$ cat src/rtl/pipeline_ctrl_pkg.sv
// Shared pipeline-control definitions: register bus, stage indices, FSM states.
// Purely declarative; no logic or latency.
// No flow control; the constants are used by pipeline_ctrl and its consumers.
package pipeline_ctrl_pkg;

  // One bit per pipeline register, PC at bit 0 through MEM/WB at bit 4
  localparam int STALL_W = 5;
  typedef logic [STALL_W-1:0] stall_bus_t;

  // Pipeline register indices within a stall/flush bus
  localparam int STG_PC    = 0;
  localparam int STG_IFID  = 1;
  localparam int STG_IDEX  = 2;
  localparam int STG_EXMEM = 3;
  localparam int STG_MEMWB = 4;

  // Flush pattern for an exception: everything past the PC becomes a NOP
  localparam stall_bus_t EXC_FLUSH = 5'b11110;
  // Flush pattern while reset is held: every register clears
  localparam stall_bus_t RST_FLUSH = 5'b11111;

  // Exception sequencer states
  typedef enum logic {
    PCTL_IDLE = 1'b0,
    PCTL_EXCP = 1'b1
  } pctl_state_e;

  // Hold mask for a stall raised at stage index top_stg (IF=0 .. MEM=3):
  // the requesting stage's register and every register upstream of it.
  function automatic stall_bus_t hold_mask(input logic [1:0] top_stg);
    stall_bus_t m;
    case (top_stg)
      2'd0:    m = 5'b00001;
      2'd1:    m = 5'b00011;
      2'd2:    m = 5'b00111;
      default: m = 5'b01111;
    endcase
    return m;
  endfunction

endpackage

$ cat src/rtl/pipeline_ctrl.sv
// Merges stage stall requests into per-register stall/flush and sequences exception redirects.
// Outputs are combinational from inputs and state (0 cycles); redirect waits for the fetch to finish.
// A stalled stage freezes itself and everything upstream; a bubble is injected just downstream.
module pipeline_ctrl
  import pipeline_ctrl_pkg::*;
#(
  parameter int CNT_W = 32
) (
  input  logic             clk,
  input  logic             rst,
  input  logic             if_req,
  input  logic             id_req,
  input  logic             ex_req,
  input  logic             mem_req,
  input  logic             exc_req,
  input  logic [31:0]      exc_pc,
  input  logic             perf_clr,
  output logic [4:0]       stall,
  output logic [4:0]       flush,
  output logic             pc_redirect,
  output logic [31:0]      redirect_pc,
  output logic             exc_busy,
  output logic [CNT_W-1:0] stall_cycles
);

  pctl_state_e      state_q, state_d;
  logic [31:0]      tgt_q, tgt_d;
  logic [CNT_W-1:0] cnt_q, cnt_d;

  logic             any_req;
  logic [1:0]       top_stg;

  // Find the most downstream stage asking for a stall
  always_comb begin
    any_req = if_req | id_req | ex_req | mem_req;
    top_stg = 2'd0;
    if (mem_req) begin
      top_stg = 2'd3;
    end else if (ex_req) begin
      top_stg = 2'd2;
    end else if (id_req) begin
      top_stg = 2'd1;
    end
  end

  // Exception sequencer next state and the stall/flush/redirect outputs
  always_comb begin
    state_d     = state_q;
    tgt_d       = tgt_q;
    stall       = '0;
    flush       = '0;
    pc_redirect = 1'b0;
    exc_busy    = 1'b0;
    redirect_pc = (state_q == PCTL_EXCP) ? tgt_q : exc_pc;
    if (rst) begin
      // Flops are clearing anyway; keep the pipeline empty while reset is held
      flush = RST_FLUSH;
    end else begin
      case (state_q)
        PCTL_IDLE: begin
          if (exc_req) begin
            // Exception outranks every stage stall request
            flush = EXC_FLUSH;
            if (if_req) begin
              // A fetch is in flight; park the target until the bus goes quiet
              stall[STG_PC] = 1'b1;
              tgt_d         = exc_pc;
              state_d       = PCTL_EXCP;
            end else begin
              pc_redirect = 1'b1;
            end
          end else if (any_req) begin
            stall = hold_mask(top_stg);
            flush = hold_mask(top_stg) + 5'd1;
          end
        end
        PCTL_EXCP: begin
          // Further exceptions are ignored: the first target is delivered
          flush    = EXC_FLUSH;
          exc_busy = 1'b1;
          if (if_req) begin
            stall[STG_PC] = 1'b1;
          end else begin
            pc_redirect = 1'b1;
            state_d     = PCTL_IDLE;
          end
        end
        default: begin
          state_d = PCTL_IDLE;
        end
      endcase
    end
  end

  // Saturating count of cycles where the PC is held; clear beats increment
  always_comb begin
    cnt_d = cnt_q;
    if (perf_clr) begin
      cnt_d = '0;
    end else if (stall[STG_PC] && !(&cnt_q)) begin
      cnt_d = cnt_q + CNT_W'(1);
    end
  end

  // State, latched redirect target and counter registers
  always_ff @(posedge clk or posedge rst) begin
    if (rst) begin
      state_q <= PCTL_IDLE;
      tgt_q   <= '0;
      cnt_q   <= '0;
    end else begin
      state_q <= state_d;
      tgt_q   <= tgt_d;
      cnt_q   <= cnt_d;
    end
  end

  assign stall_cycles = cnt_q;

endmodule
$ cat config.mk
export PLATFORM = sky130hd
export DESIGN_NAME = pipeline_ctrl
export DESIGN_NICKNAME = d
export VERILOG_FILES = /design/src/rtl/pipeline_ctrl_pkg.sv /design/src/rtl/pipeline_ctrl.sv
export SDC_FILE = /design/constraint.sdc
export NUM_CORES = 1
export LEC_CHECK = 0
export BUFFER_PORTS_ARGS = -buffer_cell sky130_fd_sc_hd__buf_2
export CORE_MARGIN = 8
export CORE_UTILIZATION = 45
export CTS_CLUSTER_DIAMETER = 80
export CTS_CLUSTER_SIZE = 20
export DETAILED_ROUTE_END_ITERATION = 10
export PLACE_DENSITY = 0.78
export SLEW_MARGIN = 15
export SYNTH_ARGS = -nofsm -noshare
export SYNTH_HDL_FRONTEND = slang
export SYNTH_SLANG_ARGS = --single-unit
export TNS_END_PERCENT = 50
$ cat constraint.sdc
create_clock -name clk -period 5.6 [get_ports clk]
set_input_delay 0.56 -clock clk [delete_from_list [all_inputs] [get_ports clk]]
set_output_delay 0.56 -clock clk [all_outputs]
set_load 0.005 [all_outputs]
==> After elaboration in Yosys (flattened, before gate mapping) <==
Cells that the tools add are included.
{ "word_totals": {"register_bits": 65, "in_bits": 40, "wordCells": 48} }
{ "op_classes": {"addsub": 2, "n_eq_ne": 2, "n_mux": 30, "bitwise": 5, "n_reduce_logical": 6} }
{ "ops": {"columns": ["cell", "n"], "rows": [
  ["2-to-1 mux 32 bit", 3],
  ["2-to-1 mux 5 bit", 8],
  ["adder 32 x 1 -> 32 bit (second input constant)", 1],
  ["AND reduction 32 bit", 1],
  ["2-to-1 mux 4 bit", 3],
  ["case mux 4 bit (3 select lines)", 1],
  ["case mux 5 bit (2 select lines)", 1],
  ["2-to-1 mux 1 bit", 9],
  ["case mux 1 bit (2 select lines)", 3],
  ["adder 5 x 1 -> 5 bit (second input constant)", 1],
  ["2-to-1 mux 2 bit", 2],
  ["AND reduction 4 bit", 1],
  ["bitwise OR 1 bit", 3],
  ["== test 2 x 1 -> 1 bit (second input constant)", 1],
  ["== test 2 bit (second input constant)", 1],
  ["zero test 2 bit", 1],
  ["NOT 1 bit", 2],
  ["nonzero test 2 bit", 1],
  ["logical AND 1 bit", 1],
  ["zero test 1 bit", 1]
]} }

==> Logic depth before layout (Yosys ltp) <==
Gate-level depths: netlist (run 1).
{ "logic_depth": {"ltp_word": 14, "ltp_mapped": 8, "ltp_nobuf": 6} }

==> Worst setup path after synthesis (run 1) <==
No wires, ideal clock.
{ "synth_timing": {"path_kind": "input-to-reg", "start": "input port rst", "end": "register state_q", "arrival_ns": 2.356, "slack_ns": 3.146, "cell_stages": 4, "path_buffers": 1, "cell_sequence": "buf_6 inv_1 a21oi_1 a21oi_1"} }
{ "synth_rtl": {"columns": ["item", "line", "source"], "rows": [
  ["start, declared", "pipeline_ctrl.sv:10", "input logic rst,"],
  ["end signal, assigned", "pipeline_ctrl.sv:112", "state_q <= state_d;"],
  ["end, declared", "pipeline_ctrl.sv:26", "pctl_state_e state_q, state_d;"]
]} }

==> Worst setup path in the final report (run 1) <==
{ "layout_timing": {"start": "input port rst", "end": "register cnt_q[19] (netlist: stall_cycles[19])"} }
{ "layout_via": {"elab_chain_len": 3} }
{ "layout_rtl": {"columns": ["item", "line", "source"], "rows": [
  ["2-to-1 mux 5 bit", "pipeline_ctrl.sv:55", "if (rst) begin"],
  ["logical AND 1 bit", "pipeline_ctrl.sv:100", "end else if (stall[STG_PC] && !(&cnt_q)) begin"],
  ["nonzero test 2 bit (no source line)", null, null],
  ["end signal, assigned", "pipeline_ctrl.sv:114", "cnt_q <= cnt_d;"],
  ["end, declared", "pipeline_ctrl.sv:28", "logic [CNT_W-1:0] cnt_q, cnt_d;"]
]} }
Every way passes these cells.
A chain may end at the register's enable or synchronous reset.

==> results.toml, run 1 <==
[synth]
syn-instance-count = 322
synth_top_area_share = 0.472
synth_top_family_by_area = "multiplexers"
synth_compound_area_frac = 0.102
synthAdderAreaFrac = 0.00363
yosysTopAreaCell = "dfrtp_1"
synthMuxAreaShare = 0.212
synthArstFlopShare = 1.00
synth-xor-area-share = 0.0152
ys.flop_type = "dfrtp_1"
ys_ff_latch = 65
synth_seq_area_share = 0.472
ys_warn_count = 0
synth_edf_count = 0
synthTopCellsByArea = "dfrtp_1 47%, mux2_2 21%, or3_1 4.4%, a21oi_1 3.9%, o21ai_0 3.2%"
synth_fp_nets = 363
synth-simple-area-share = 0.163
ys_types = 37
syn_area_sq_mm = 0.00345
syn_avg_cell_area_sq_um = 10.7

[floorplan]
start_util = 0.456
rows = 32
die_area_sq_mm = 0.0107
core_area_sq_mm = 0.00757
die_y_um = 104
io_pins = 116
die_x_um = 104

[setup_path]
r2r_cells = 6
cp_slowest_stage_delay_ns = 0.60
slowest_stage = "or4_1"
worstSetupPathType = "in2reg"
startpoint_type = "input pin"
crit_path_max_fanout = 11
crit_chain = "buf_2, or3_4, o22ai_4, o2111ai_1, or4_1, a21oi_1"
cpLargestDelayFamily = "simple AND/OR/NAND/NOR gates"
arrival_ns = 2.61
crit_buf_inv = 1
endpoint_kind = "flip-flop"
cp.depth = 6
critical_path_required_ns = 5.85

[global_routing]
grt_max_degree = 38
antenna_found_initial = 0
grt_pass1_vias = 3064
gr-total-overflow = 0
track_usage = 0.165
grt_pass1_wl_um = 15000

[sta]
hold_viol_final = 0
fmax_mhz = 423
worst_pin_slew_ns = 0.727
final.setup.tns_ns = 0
worst_slack_ns = 3.24
finalClockSkew_ns = 0.00681
maxSlewHeadroom = 0.515
fin_crit_sh = 0.422
finalSetupViolations = 0
finalMaxSlewViolations = 0
final.min_clock_period_ns = 2.36
rsz0062_at_grt = "no"

[route]
num_vias = 2918
wl_per_cell_um = 16.2
drt-pass1-iter-count = 4
drc_errors = 0
via_per_inst = 5.40
drt-total-wl_um = 8740
antenna_left = 0
dr.first_iter.drc_count = 144

[layout]
syn_to_final_growth_pct = 26.4
n_fill_cell = 638
n_antenna_cell = 0
final_area_sq_mm = 0.00436
stdcell_count = 540
drive_gt1_frac = 0.466
nets = 474

[clock_network]
cts_resized = 0
cts_buffer_depth = 2
clock-sinks = 65
ctsHoldBuffers = 0
postCtsSetupBuffers = 0
clkTransAtPathRegs_ns = 0.08
clkLatencyLatePin_ns = 0.34
htree_levels = 3
cts_tree = "done"
root_buffer = "clkbuf_8"
cts_made_buffers = 9

[min_path]
worstHoldPathType = "in2async"

[placement]
place_ws_ns = 2.93
place_area_sq_mm = 0.00409
dp_hpwl_um = 6490
gp_congestion = 0.843
dp_cells = 524
port_buffers = 114

[power_and_ir_drop]
cellPowerDensity_mw_per_mm2 = 307
power.leakage_nw = 1.95
p_total_mw = 1.34
peakVddDrop_mv = 0.136

[flow_run]
maxCapViolations = 0

[run_status]
status = "finished clean"
==> layout make-up <==
| cell class | instances | area (sq um) | share of cell area |
|---|---|---|---|
| multi-input combinational | 234 | 1720 | 0.394 |
| sequential | 65 | 1630 | 0.373 |
| timing repair buffer | 118 | 601 | 0.138 |
| clock inverter | 7 | 141 | 0.0324 |
| tap | 102 | 128 | 0.0293 |
| clock buffer | 9 | 124 | 0.0284 |
| inverter | 5 | 18.8 | 0.00431 |
==> power by group <==
group          switching, mW  total, mW  internal [mW]
Combinational          0.101      0.240          0.138
Sequential            0.0327      0.566          0.533
Clock                  0.191      0.533          0.342
Total                  0.325       1.34           1.01
==> routing by layer <==
layer / vias up / share of wire / track usage
met5: - / 0 / 0
met4: 0 / 0.012 / 0.0430
met3: 13 / 0.086 / 0.0700
met2: 106 / 0.47 / 0.269
met1: 1379 / 0.43 / 0.195
li1: 1420 / - / -
==> worst reg2reg max path, stage by stage, from the launching register on <==
cell and delay [ns]:
dfrtp_1 0.44, ha_1 0.25, and4_1 0.31, nand4_1 0.14, o2111ai_1 0.35, or4_1 0.60
a21oi_1 0.19
==> sequential cells by signal (all words and copies together) (netlist names) <==
| register | cells |
|---|---|
| stall_cycles | 32 |
| tgt_q | 32 |
| state_q | 1 |
==> cells in the mapped netlist, types with 3 or more instances <==
cell type / number
and3_1: 3
a21oi_1: 27
buf_2: 5
nand3_1: 12
mux2_2: 64
nor3_1: 5
clkbuf_1: 10
or4_1: 3
xor2_1: 4
and2_1: 4
nand2_1: 12
o31ai_1: 4
and4_1: 4
nand4_1: 11
nor2_1: 14
dfrtp_1: 65
or3_1: 24
inv_1: 5
o2111ai_1: 3
o21ai_0: 22
==> path summary, 6_finish.rpt <==
kind | start | to | slack [ns]
max | rst | stall_cycles[19]$_DFFE_PP0P_ | 3.24
min | rst | tgt_q[31]$_DFFE_PP0P_ | 0.38
max reg2reg | stall_cycles[0]$_DFFE_PP0P_ | stall_cycles[19]$_DFFE_PP0P_ | 3.24
min reg2reg | tgt_q[14]$_DFFE_PP0P_ | tgt_q[14]$_DFFE_PP0P_ | 0.51
max in group asynchronous | rst | tgt_q[17]$_DFFE_PP0P_ | 4.31
min in group clk | exc_pc[16] | tgt_q[16]$_DFFE_PP0P_ | 0.46
==> logic make-up after synthesis <==
kind of cell	Yosys count
other cells	1
fa+ha+maj	1
compound gates	61
buf+inv	23
flops	65
mux	65
xor+xnor	6
simple gates	100
==> per-stage QoR <==
step	utilization	hold WS (ns)
final	0.576	0.383
after global routing	0.576	0.428
after CTS	0.576	0.390
after detailed placement	0.541	0.490
after global placement	0.541	0.483
after floorplan	-	0.475
==> cells in the final DEF, fill, tap and decap left out, types with 2 or more instances in the layout <==
master,instances
mux2_2,64
and2_1,4
nor2b_1,2
a21oi_1,27
nand4_1,11
or3_1,24
xnor2_1,2
nor3_1,5
clkbuf_8,9
dfrtp_1,65
o31ai_1,4
inv_1,4
buf_4,4
o2111ai_1,3
and4_1,4
and3_1,3
nand2_1,12
or4_1,3
nor2_1,14
nand3_1,12
xor2_1,4
bufinv_16,4
or2_2,2
buf_2,114
o21ai_0,22
Note: power is estimated with default switching activity, not from simulation.
==> inputs of run 2 (changes only) <==
- PLACE_DENSITY: 0.78 -> 0.8
- clock period: 5.6 -> 1.9 ns (I/O delays scaled with it)
==> run 2 against run 1 <==
The flow now finishes with violations (setup timing). Clock skew is 0.0015 ns higher. First-iteration DRC count fell by 33%. Final cell count is 11% higher. Hold slack got worse by 0.29 ns. Register-to-register slack got worse by 3.4 ns. Die area is the same. Global-route usage is 1.1 points higher. Critical path type is now reg2reg. Critical endpoint is now stall_cycles[29]$_DFFE_PP0P_. Largest cell class unchanged.
==> results.toml, run 2 (same netlist as run 1, synthesis figures left out) <==
[run_status]
status = "complete, but fails checks"
violations = "setup timing"

[floorplan]
rows = 32
die_y_um = 104
die_x_um = 104
core_area_sq_mm = 0.00757
die_area_sq_mm = 0.0107
start_util = 0.456
io_pins = 116

[sta]
worst_pin_slew_ns = 0.641
final.min_clock_period_ns = 2.04
hold_viol_final = 0
maxSlewHeadroom = 0.572
rsz0062_at_grt = "yes"
finalMaxSlewViolations = 0
finalSetupViolations = 30
finalClockSkew_ns = 0.00834
worst_slack_ns = -0.142
fmax_mhz = 490
fin_crit_sh = 1.07

[clock_network]
htree_levels = 3
cts_buffer_depth = 2
cts_made_buffers = 9
clkTransAtPathRegs_ns = 0.08
clkLatencyLatePin_ns = 0.34
root_buffer = "clkbuf_8"
cts_tree = "done"
ctsHoldBuffers = 0
clock-sinks = 65

[power_and_ir_drop]
power.leakage_nw = 2.26
p_total_mw = 3.76
peakVddDrop_mv = 0.406
cellPowerDensity_mw_per_mm2 = 754

[setup_path]
ff2ff_setup_slack_ns = -0.14
endpoint_kind = "flip-flop"
startpoint = "state_q$_DFFE_PP0N_"
reg2reg_to = "stall_cycles[29]$_DFFE_PP0P_"
worstReg2RegStart = "state_q$_DFFE_PP0N_"
critical_path_required_ns = 2.17
r2r_cells = 6
crit_path_max_fanout = 6
endpoint = "stall_cycles[29]$_DFFE_PP0P_"
startpoint_type = "flip-flop"
arrival_ns = 2.31
worstSetupPathType = "reg2reg"

[flow_run]
maxCapViolations = 0

[route]
wl_per_cell_um = 16.7
drt-pass1-iter-count = 4
dr.first_iter.drc_count = 96
drc_errors = 0
drt-total-wl_um = 10000
num_vias = 3222
antenna_left = 0
via_per_inst = 5.38

[placement]
port_buffers = 114
dp_hpwl_um = 7010
gp_congestion = 0.878

[global_routing]
grt_pass1_wl_um = 16200
gr-total-overflow = 0
grt_pass1_vias = 3342
grt_max_degree = 37
track_usage = 0.177
antenna_found_initial = 0

[layout]
syn_to_final_growth_pct = 44.5
nets = 533
n_fill_cell = 575
final_cell_mix = "114 x buf_2, 65 x dfrtp_1, 64 x mux2_2"
fin_util = 0.658
final_common_cell = "buf_2"
n_antenna_cell = 0
drive_gt1_frac = 0.569

[min_path]
worstHoldPathType = "in2reg"
-- run 2: changes by cell type in the layout (fill, tap and decap cells not counted), moves of 3 or more --
cell        previous run  this run
clkinvlp_4             1         5
or3_4                  1         6
o21ai_1                0         3
or3_1                 24        19
o21ai_0               22        18
buf_4                  4        51
buf_6                  0         9
-- run 2: critical path, cell delays in order (launching register included) --
cell and delay [ns]:
dfrtp_1 0.39, or3_4 0.39, o22ai_4 0.28, buf_6 0.15
nand4_1 0.21, or3_4 0.44, a21oi_2 0.11
-- run 2: per-stage QoR --
stage / TNS (ns) / area [sq um] / hold WS [ns] / setup WS (ns) / instances
2_1_floorplan: -1.25 / 3470 / 0.256 / -0.122 / 322
3_3_place_gp: -0.491 / 4500 / 0.434 / -0.0791 / 575
3_5_place_dp: -1.46 / 4500 / 0.444 / -0.135 / 575
4_1_cts: -0.763 / 4800 / 0.0849 / -0.0751 / 594
5_1_grt: -4.09 / 4980 / 0.0820 / -0.206 / 599
6_report: -2.02 / 4980 / 0.0961 / -0.142 / 599
-- run 2: timing repair --
item	CTS	global route
gates cloned	2	1
gates resized for setup	15	26
setup buffers	1	4
pin swaps	16	13
setup endpoints to repair	63	69
endpoints found under the hold margin	0	0
-- run 2: how the worst min path moves through the flow --
stage | end | slack [ns] | depth (start not counted) | start
finish | tgt_q[10]$_DFFE_PP0P_ | 0.1 | 2 | exc_pc[10]
global route | tgt_q[10]$_DFFE_PP0P_ | 0.08 | 2 | exc_pc[10]
CTS | tgt_q[20]$_DFFE_PP0P_ | 0.08 | 2 | exc_pc[20]
detailed placement | tgt_q[27]$_DFFE_PP0P_ | 0.44 | 2 | exc_pc[27]
global placement | tgt_q[18]$_DFFE_PP0P_ | 0.43 | 2 | exc_pc[18]
floorplan | stall_cycles[2]$_DFFE_PP0P_ | 0.26 | 1 | perf_clr
-- run 2: area by class of cell --
cell class	count	area [sq um]	share of cell area
Inverter	5	22.5	0.00452
Timing Repair Buffer	177	1120	0.225
Clock inverter	7	95.1	0.0191
Multi-Input combinational cell	234	1870	0.375
Sequential cell	65	1630	0.327
Tap cell	102	128	0.0256
Clock buffer	9	124	0.0249
-- run 2: power breakdown --
part	total, mW	internal (mW)	switching, mW
Sequential	1.66	1.57	0.0863
Clock	1.29	0.735	0.558
Combinational	0.807	0.471	0.336
Total	3.76	2.78	0.981
-- run 2: per-layer routing --
layer	global-route usage	wire length [um]
met4	0.0441	127
met5	0	0
met2	0.296	4810
met1	0.213	4410
met3	0.0576	675
